===== src/rtl/pmem_arbiter_pkg.sv =====
// Shared LC-3b memory-side types: word/line typedefs and the arbiter owner/state encoding.
package lc3b_types;
  localparam int LC3B_WORD_W = 16;
  localparam int LC3B_LINE_W = 128;

  typedef logic [LC3B_WORD_W-1:0] lc3b_word;
  typedef logic [LC3B_LINE_W-1:0] lc3b_line;

  // Doubles as the arbiter state encoding, so owner is just the state register.
  typedef enum logic [1:0] {
    ARB_NONE = 2'b00,
    ARB_I    = 2'b01,
    ARB_D    = 2'b10
  } arb_owner_t;
endpackage


===== src/rtl/pmem_arbiter_if.sv =====
// Bus bundle between I-cache, D-cache, the arbiter and physical memory.
interface pmem_arbiter_if #(
    parameter int ADDR_W = 16,
    parameter int LINE_W = 128
);
    logic              i_pmem_read;
    logic [ADDR_W-1:0] i_pmem_address;
    logic              i_pmem_resp;
    logic [LINE_W-1:0] i_pmem_rdata;

    logic              d_pmem_read;
    logic              d_pmem_write;
    logic [ADDR_W-1:0] d_pmem_address;
    logic [LINE_W-1:0] d_pmem_wdata;
    logic              d_pmem_resp;
    logic [LINE_W-1:0] d_pmem_rdata;

    logic              pmem_read;
    logic              pmem_write;
    logic [ADDR_W-1:0] pmem_address;
    logic [LINE_W-1:0] pmem_wdata;
    logic [LINE_W-1:0] pmem_rdata;
    logic              pmem_resp;

    // Arbiter side.
    modport slave (
        input  i_pmem_read, i_pmem_address,
        output i_pmem_resp, i_pmem_rdata,
        input  d_pmem_read, d_pmem_write, d_pmem_address, d_pmem_wdata,
        output d_pmem_resp, d_pmem_rdata,
        output pmem_read, pmem_write, pmem_address, pmem_wdata,
        input  pmem_rdata, pmem_resp
    );

    // Caches plus memory side.
    modport master (
        output i_pmem_read, i_pmem_address,
        input  i_pmem_resp, i_pmem_rdata,
        output d_pmem_read, d_pmem_write, d_pmem_address, d_pmem_wdata,
        input  d_pmem_resp, d_pmem_rdata,
        input  pmem_read, pmem_write, pmem_address, pmem_wdata,
        output pmem_rdata, pmem_resp
    );
endinterface


===== src/rtl/pmem_arbiter_cmd_reg.sv =====
// Latched memory command (read/write/address/wdata) held stable for a whole line transaction.
module pmem_cmd_reg #(
    parameter int ADDR_W = 16,
    parameter int LINE_W = 128
) (
    input  logic              clk,
    input  logic              reset_n,
    input  logic              i_load,
    input  logic              i_clear,
    input  logic              i_read,
    input  logic              i_write,
    input  logic [ADDR_W-1:0] i_address,
    input  logic [LINE_W-1:0] i_wdata,
    output logic              o_read,
    output logic              o_write,
    output logic [ADDR_W-1:0] o_address,
    output logic [LINE_W-1:0] o_wdata
);
    logic              r_read;
    logic              r_write;
    logic [ADDR_W-1:0] r_address;
    logic [LINE_W-1:0] r_wdata;

    always_ff @(posedge clk or negedge reset_n) begin
        if (!reset_n) begin
            r_read    <= 1'b0;
            r_write   <= 1'b0;
            r_address <= '0;
            r_wdata   <= '0;
        end else if (i_clear) begin
            r_read    <= 1'b0;
            r_write   <= 1'b0;
            r_address <= '0;
            r_wdata   <= '0;
        end else if (i_load) begin
            r_read    <= i_read;
            r_write   <= i_write;
            r_address <= i_address;
            r_wdata   <= i_wdata;
        end
    end

    assign o_read    = r_read;
    assign o_write   = r_write;
    assign o_address = r_address;
    assign o_wdata   = r_wdata;
endmodule


===== src/rtl/pmem_arbiter.sv =====
// I-cache / D-cache arbiter for the single physical-memory port, one line transaction at a time.
// Tie-break: fixed D-over-I by default; PMEM_ARB_ROUND_ROBIN_EN selects alternating priority.
module pmem_arbiter
    import lc3b_types::*;
#(
    parameter int ADDR_W = 16,
    parameter int LINE_W = 128
) (
    input  logic          clk,
    input  logic          reset_n,
    pmem_arbiter_if.slave bus,
    output arb_owner_t    owner
);
    arb_owner_t        r_state;
    logic              w_i_req;
    logic              w_d_req;
    logic              w_pick_d;
    logic              w_load;
    logic              w_clear;
    logic              w_ld_read;
    logic              w_ld_write;
    logic [ADDR_W-1:0] w_ld_addr;
    logic [LINE_W-1:0] w_ld_wdata;

    assign w_i_req = bus.i_pmem_read;
    assign w_d_req = bus.d_pmem_read | bus.d_pmem_write;

`ifdef PMEM_ARB_ROUND_ROBIN_EN
    logic r_last_d;
    // On a tie, D wins only if I took the previous grant.
    assign w_pick_d = w_d_req & (~w_i_req | ~r_last_d);
`else
    assign w_pick_d = w_d_req;
`endif

    assign w_load  = (r_state == ARB_NONE) & (w_i_req | w_d_req);
    assign w_clear = (r_state != ARB_NONE) & bus.pmem_resp;

    // Write-back takes precedence when the D-cache raises both strobes.
    assign w_ld_read  = w_pick_d ? (bus.d_pmem_read & ~bus.d_pmem_write) : 1'b1;
    assign w_ld_write = w_pick_d & bus.d_pmem_write;
    assign w_ld_addr  = w_pick_d ? bus.d_pmem_address : bus.i_pmem_address;
    assign w_ld_wdata = w_pick_d ? bus.d_pmem_wdata : '0;

    always_ff @(posedge clk or negedge reset_n) begin
        if (!reset_n) begin
            r_state <= ARB_NONE;
        end else begin
            case (r_state)
                ARB_NONE: if (w_load) r_state <= w_pick_d ? ARB_D : ARB_I;
                ARB_I,
                ARB_D:    if (bus.pmem_resp) r_state <= ARB_NONE;
                default:  r_state <= ARB_NONE;
            endcase
        end
    end

`ifdef PMEM_ARB_ROUND_ROBIN_EN
    always_ff @(posedge clk or negedge reset_n) begin
        if (!reset_n)    r_last_d <= 1'b0;
        else if (w_load) r_last_d <= w_pick_d;
    end
`endif

    pmem_cmd_reg #(
        .ADDR_W(ADDR_W),
        .LINE_W(LINE_W)
    ) u_cmd (
        .clk      (clk),
        .reset_n  (reset_n),
        .i_load   (w_load),
        .i_clear  (w_clear),
        .i_read   (w_ld_read),
        .i_write  (w_ld_write),
        .i_address(w_ld_addr),
        .i_wdata  (w_ld_wdata),
        .o_read   (bus.pmem_read),
        .o_write  (bus.pmem_write),
        .o_address(bus.pmem_address),
        .o_wdata  (bus.pmem_wdata)
    );

    assign owner           = r_state;
    assign bus.i_pmem_resp = bus.pmem_resp & (r_state == ARB_I);
    assign bus.d_pmem_resp = bus.pmem_resp & (r_state == ARB_D);
    assign bus.i_pmem_rdata = bus.pmem_rdata;
    assign bus.d_pmem_rdata = bus.pmem_rdata;
endmodule


===== src/flat_wrapper.sv =====
// flat-port wrapper written by rule: the top's interface ports become plain ports
module pmem_arbiter_flat import lc3b_types::*;
#(
    parameter int ADDR_W = 16,
    parameter int LINE_W = 128
)
  (clk, reset_n, owner, bus_i_pmem_read, bus_i_pmem_address, bus_i_pmem_resp, bus_i_pmem_rdata, bus_d_pmem_read, bus_d_pmem_write, bus_d_pmem_address, bus_d_pmem_wdata, bus_d_pmem_resp, bus_d_pmem_rdata, bus_pmem_read, bus_pmem_write, bus_pmem_address, bus_pmem_wdata, bus_pmem_rdata, bus_pmem_resp);
  pmem_arbiter_if #(.ADDR_W(ADDR_W), .LINE_W(LINE_W)) bus_i ();
  input  logic clk;
  input  logic reset_n;
  output arb_owner_t owner;
  input wire logic [$bits(bus_i.i_pmem_read)-1:0] bus_i_pmem_read;
  input wire logic [$bits(bus_i.i_pmem_address)-1:0] bus_i_pmem_address;
  output wire logic [$bits(bus_i.i_pmem_resp)-1:0] bus_i_pmem_resp;
  output wire logic [$bits(bus_i.i_pmem_rdata)-1:0] bus_i_pmem_rdata;
  input wire logic [$bits(bus_i.d_pmem_read)-1:0] bus_d_pmem_read;
  input wire logic [$bits(bus_i.d_pmem_write)-1:0] bus_d_pmem_write;
  input wire logic [$bits(bus_i.d_pmem_address)-1:0] bus_d_pmem_address;
  input wire logic [$bits(bus_i.d_pmem_wdata)-1:0] bus_d_pmem_wdata;
  output wire logic [$bits(bus_i.d_pmem_resp)-1:0] bus_d_pmem_resp;
  output wire logic [$bits(bus_i.d_pmem_rdata)-1:0] bus_d_pmem_rdata;
  output wire logic [$bits(bus_i.pmem_read)-1:0] bus_pmem_read;
  output wire logic [$bits(bus_i.pmem_write)-1:0] bus_pmem_write;
  output wire logic [$bits(bus_i.pmem_address)-1:0] bus_pmem_address;
  output wire logic [$bits(bus_i.pmem_wdata)-1:0] bus_pmem_wdata;
  input wire logic [$bits(bus_i.pmem_rdata)-1:0] bus_pmem_rdata;
  input wire logic [$bits(bus_i.pmem_resp)-1:0] bus_pmem_resp;
  assign bus_i.i_pmem_read = bus_i_pmem_read;
  assign bus_i.i_pmem_address = bus_i_pmem_address;
  assign bus_i_pmem_resp = bus_i.i_pmem_resp;
  assign bus_i_pmem_rdata = bus_i.i_pmem_rdata;
  assign bus_i.d_pmem_read = bus_d_pmem_read;
  assign bus_i.d_pmem_write = bus_d_pmem_write;
  assign bus_i.d_pmem_address = bus_d_pmem_address;
  assign bus_i.d_pmem_wdata = bus_d_pmem_wdata;
  assign bus_d_pmem_resp = bus_i.d_pmem_resp;
  assign bus_d_pmem_rdata = bus_i.d_pmem_rdata;
  assign bus_pmem_read = bus_i.pmem_read;
  assign bus_pmem_write = bus_i.pmem_write;
  assign bus_pmem_address = bus_i.pmem_address;
  assign bus_pmem_wdata = bus_i.pmem_wdata;
  assign bus_i.pmem_rdata = bus_pmem_rdata;
  assign bus_i.pmem_resp = bus_pmem_resp;
  pmem_arbiter #(.ADDR_W(ADDR_W), .LINE_W(LINE_W)) u_core (.clk(clk), .reset_n(reset_n), .bus(bus_i), .owner(owner));
endmodule

===== config.mk =====
export PLATFORM = sky130hd
export DESIGN_NAME = pmem_arbiter_flat
export DESIGN_NICKNAME = d
export VERILOG_FILES = /design/src/rtl/pmem_arbiter_pkg.sv /design/src/rtl/pmem_arbiter_if.sv /design/src/rtl/pmem_arbiter_cmd_reg.sv /design/src/rtl/pmem_arbiter.sv /design/src/flat_wrapper.sv
export SDC_FILE = /design/constraint.sdc
export NUM_CORES = 1
export LEC_CHECK = 0
export BUFFER_PORTS_ARGS = -buffer_cell sky130_fd_sc_hd__buf_2
export CORE_AREA = 2 2 273 275
export CTS_CLUSTER_DIAMETER = 60
export DETAILED_ROUTE_END_ITERATION = 7
export DIE_AREA = 0 0 275 277
export PLACE_DENSITY = 0.42
export SLEW_MARGIN = 15
export SYNTH_ARGS = -nofsm -noshare
export SYNTH_HDL_FRONTEND = slang
export SYNTH_SLANG_ARGS = --single-unit

===== constraint.sdc =====
create_clock -name clk -period 2.1 [get_ports clk]
set_input_delay 0.105 -clock clk [delete_from_list [all_inputs] [get_ports clk]]
set_output_delay 0.105 -clock clk [all_outputs]
set_load 0.01 [all_outputs]

==> reports/metrics.cfg <==
[clocking]
numCtsBuffers=17
cts-root-buf=clkbuf_16
clkLatencyLatePin_ps=470
clock-sinks=148
clkSlewWorstSetupHoldPaths_ps=70
cts_max_level=4
clock_path_buffers=2
cts_tree=done
post_cts_buffers=0

[floorplanning]
core_um2=73600
fp-row-count=100
fp.dieW_um=275
num_io_pins=700
fp.dieH_um=277
dieArea_um2=76200
start_util=0.102

[power_and_ir_drop]
p_per_area_nw_per_um2=1250
ir_worst_vdd_mv=0.446
p_leak_nw=5.00

[timing]
rsz0062_at_grt=false
setup-tns-final_ps=0
hold_viol=0
timing.hold.ws_ps=73.6
drv_slew=0
fin_crit_ps=1970
finClkSkew_ps=5.66
relSlewSlack=0.651
setup_viol=0
max_freq_ghz=0.509
finalCritPeriodShare=0.936
tightest_slew_ps=524

[worst_setup_path]
required_ps=2500
worstSetupPathType=reg2reg
crit_arrival_ps=2360
start_kind=flip-flop
crit_fanout=77
critPathCaptureType=flip-flop

[placement]
port_buffers=315
gp_congestion=0.751
placedCellCount=1649
dpl.hpwl_mm=16.3

[cells_and_area]
multiInputGateArea_um2=1660
antennaDiodeCount=0
nNetsFinal=1160
stdcell_count=1845
drive_gt1_frac=0.414
syn2layout_area_growth_pct=39.6
fillers=8275
register_area_um2=3700
fin_util=0.143

[yosys]
yosys-top-cells-area=dfrtp_1 (49%), buf_4 (26%), a22o_1 (15%)
synth_compound_area_frac=0.182
synth_cell_types=26
yosysSeqAreaShare=0.492
synth_top_family_by_area=buffers and inverters
synth.top_cell.area_share=0.492
synth.mux.area_fraction=0.0133
synth-xor-area-share=0
synth.cell_area_um2=7530
synth_warnings=0
synth-simple-area-share=0.0188
synth_nets=939
synth_adder_area_share=0.00499
synth-seq-cells=148
synth_cells=642
synth_area_leader_cell=dfrtp_1
avgSynthCellArea_um2=11.7

[global_route]
gr-total-overflow=0
grt_use_total=0.0609
grt_pass1_wl_mm=34.2
grt_max_degree=78
antenna_found_initial=0
grt_pass1_vias=5829

[detailed_routing]
drtAntennaViolNets=0
dr.first_iter.drc_count=176
wl_mm=23.6
via_per_inst=2.92
drcViolationCount=0
drtPass1Iterations=4
wl_per_cell_um=12.8
vias=5394

[run]
drv_cap=0

[hold_path]
min_path_type=in2async

[outcome]
run_status=completed

## cells in the final DEF (no fill, tap or decap), types with 2 or more instances in the layout
master	count
buf_4	7
inv_1	2
dfrtp_1	148
nand2_1	8
clkinvlp_4	3
a211oi_1	6
o2bb2ai_1	10
clkinv_2	6
clkbuf_16	17
nor3_1	2
ha_1	3
and2_1	2
o21ai_0	13
inv_6	2
a21oi_1	2
buf_12	5
dlygate4sd3_1	164
nor2b_1	7
mux2i_1	10
buf_2	314
a22o_1	130
## critical path, stage by stage, from the launching register on
cell	delay [ps]
dfrtp_1	390
inv_1	90
ha_1	210
nor2_2	360
a21o_4	210
buf_12	260
a22o_1	230
## cell families (layout without fill, tap and decap cells)
family / after synthesis / after routing
buffers and inverters: 291 / 525
multiplexers: 10 / 10
AO/OA/AOI/OAI: 164 / 164
AND/OR/NAND/NOR: 26 / 26
flip-flops: 148 / 148
adder cells (fa/ha/maj): 3 / 3
## area by class of cell
type / instances / area share
Clock inverter: 13 / 0.0104
Timing Repair Buffer: 491 / 0.321
Clock buffer: 19 / 0.0421
Inverter: 2 / 0.000714
Multi-Input combinational cell: 203 / 0.158
Tap cell: 969 / 0.115
Sequential cell: 148 / 0.352
## final timing paths
kind,startpoint,slack (ps),end,depth (start not counted)
setup / recovery,u_core.owner[1]$_DFFE_PN0P_,130,u_core.u_cmd.o_wdata[14]$_DFFE_PN0P_,6
hold / removal,reset_n,70,u_core.u_cmd.o_wdata[103]$_DFFE_PN0P_,2
setup reg to reg,u_core.owner[1]$_DFFE_PN0P_,130,u_core.u_cmd.o_wdata[14]$_DFFE_PN0P_,6
hold reg to reg,u_core.u_cmd.o_address[6]$_DFFE_PN0P_,490,u_core.u_cmd.o_address[6]$_DFFE_PN0P_,1
max in group asynchronous,reset_n,1230,u_core.u_cmd.o_wdata[63]$_DFFE_PN0P_,3
min in group clk,bus_d_pmem_read,100,u_core.u_cmd.o_read$_DFFE_PN0P_,4
## state kept, by name, summed over array words and instances, names as in the netlist
register                cells
u_core.u_cmd.o_wdata      128
u_core.u_cmd.o_address     16
u_core.owner                2
u_core.u_cmd.o_read         1
u_core.u_cmd.o_write        1
## repair_timing
item | 4_1_cts | 5_1_grt
resized for setup | 0 | 1
hold endpoints to repair | 295 | 0
endpoints found under the setup margin | 0 | 1
hold buffers | 164 | 0
## stage by stage
step / cell area, um2 / power, mW / setup slack, ps
6_report: 10500 / 13.1 / 134
5_1_grt: 10500 / 14.1 / 43.2
3_5_place_dp: 8310 / 9.86 / 163
3_3_place_gp: 8310 / 9.79 / 216
2_1_floorplan: 7530 / 8.24 / 404
4_1_cts: 10500 / 13.4 / 133
## synth_stat cells
library cell  number
o2bb2ai_1         10
a211oi_1           6
o22ai_1            1
clkbuf_1           3
a21oi_1            2
mux2i_1           10
inv_1              2
nor2_1             1
nand2_1            8
buf_6             14
nor3_1             2
o21ai_0           13
o21ai_2            1
and2_1             2
buf_2             16
ha_1               3
and2_4             1
nor2b_1            7
a22o_1           130
nor3b_1            1
nand2b_1           1
or2_1              1
nor2_2             2
a21o_1             1
buf_4            256
dfrtp_1          148
## report_power, final
part / internal, mW / total [mW] / switching [mW] / leakage [nW]
sequential: 4.15 / 4.91 / 0.763 / 1.90
clock: 1.65 / 3.02 / 1.37 / 0.269
combinational: 2.43 / 5.20 / 2.77 / 2.83
## layer usage
metal | vias to the layer above | share of wire | global-route usage
li1 | 2429 | - | -
met1 | 2513 | 0.35 | 0.0564
met2 | 311 | 0.46 | 0.0953
met3 | 141 | 0.093 | 0.0255
met4 | 0 | 0.094 | 0.0681
met5 | - | 0 | 0
Power figures use the tool's default switching activity.
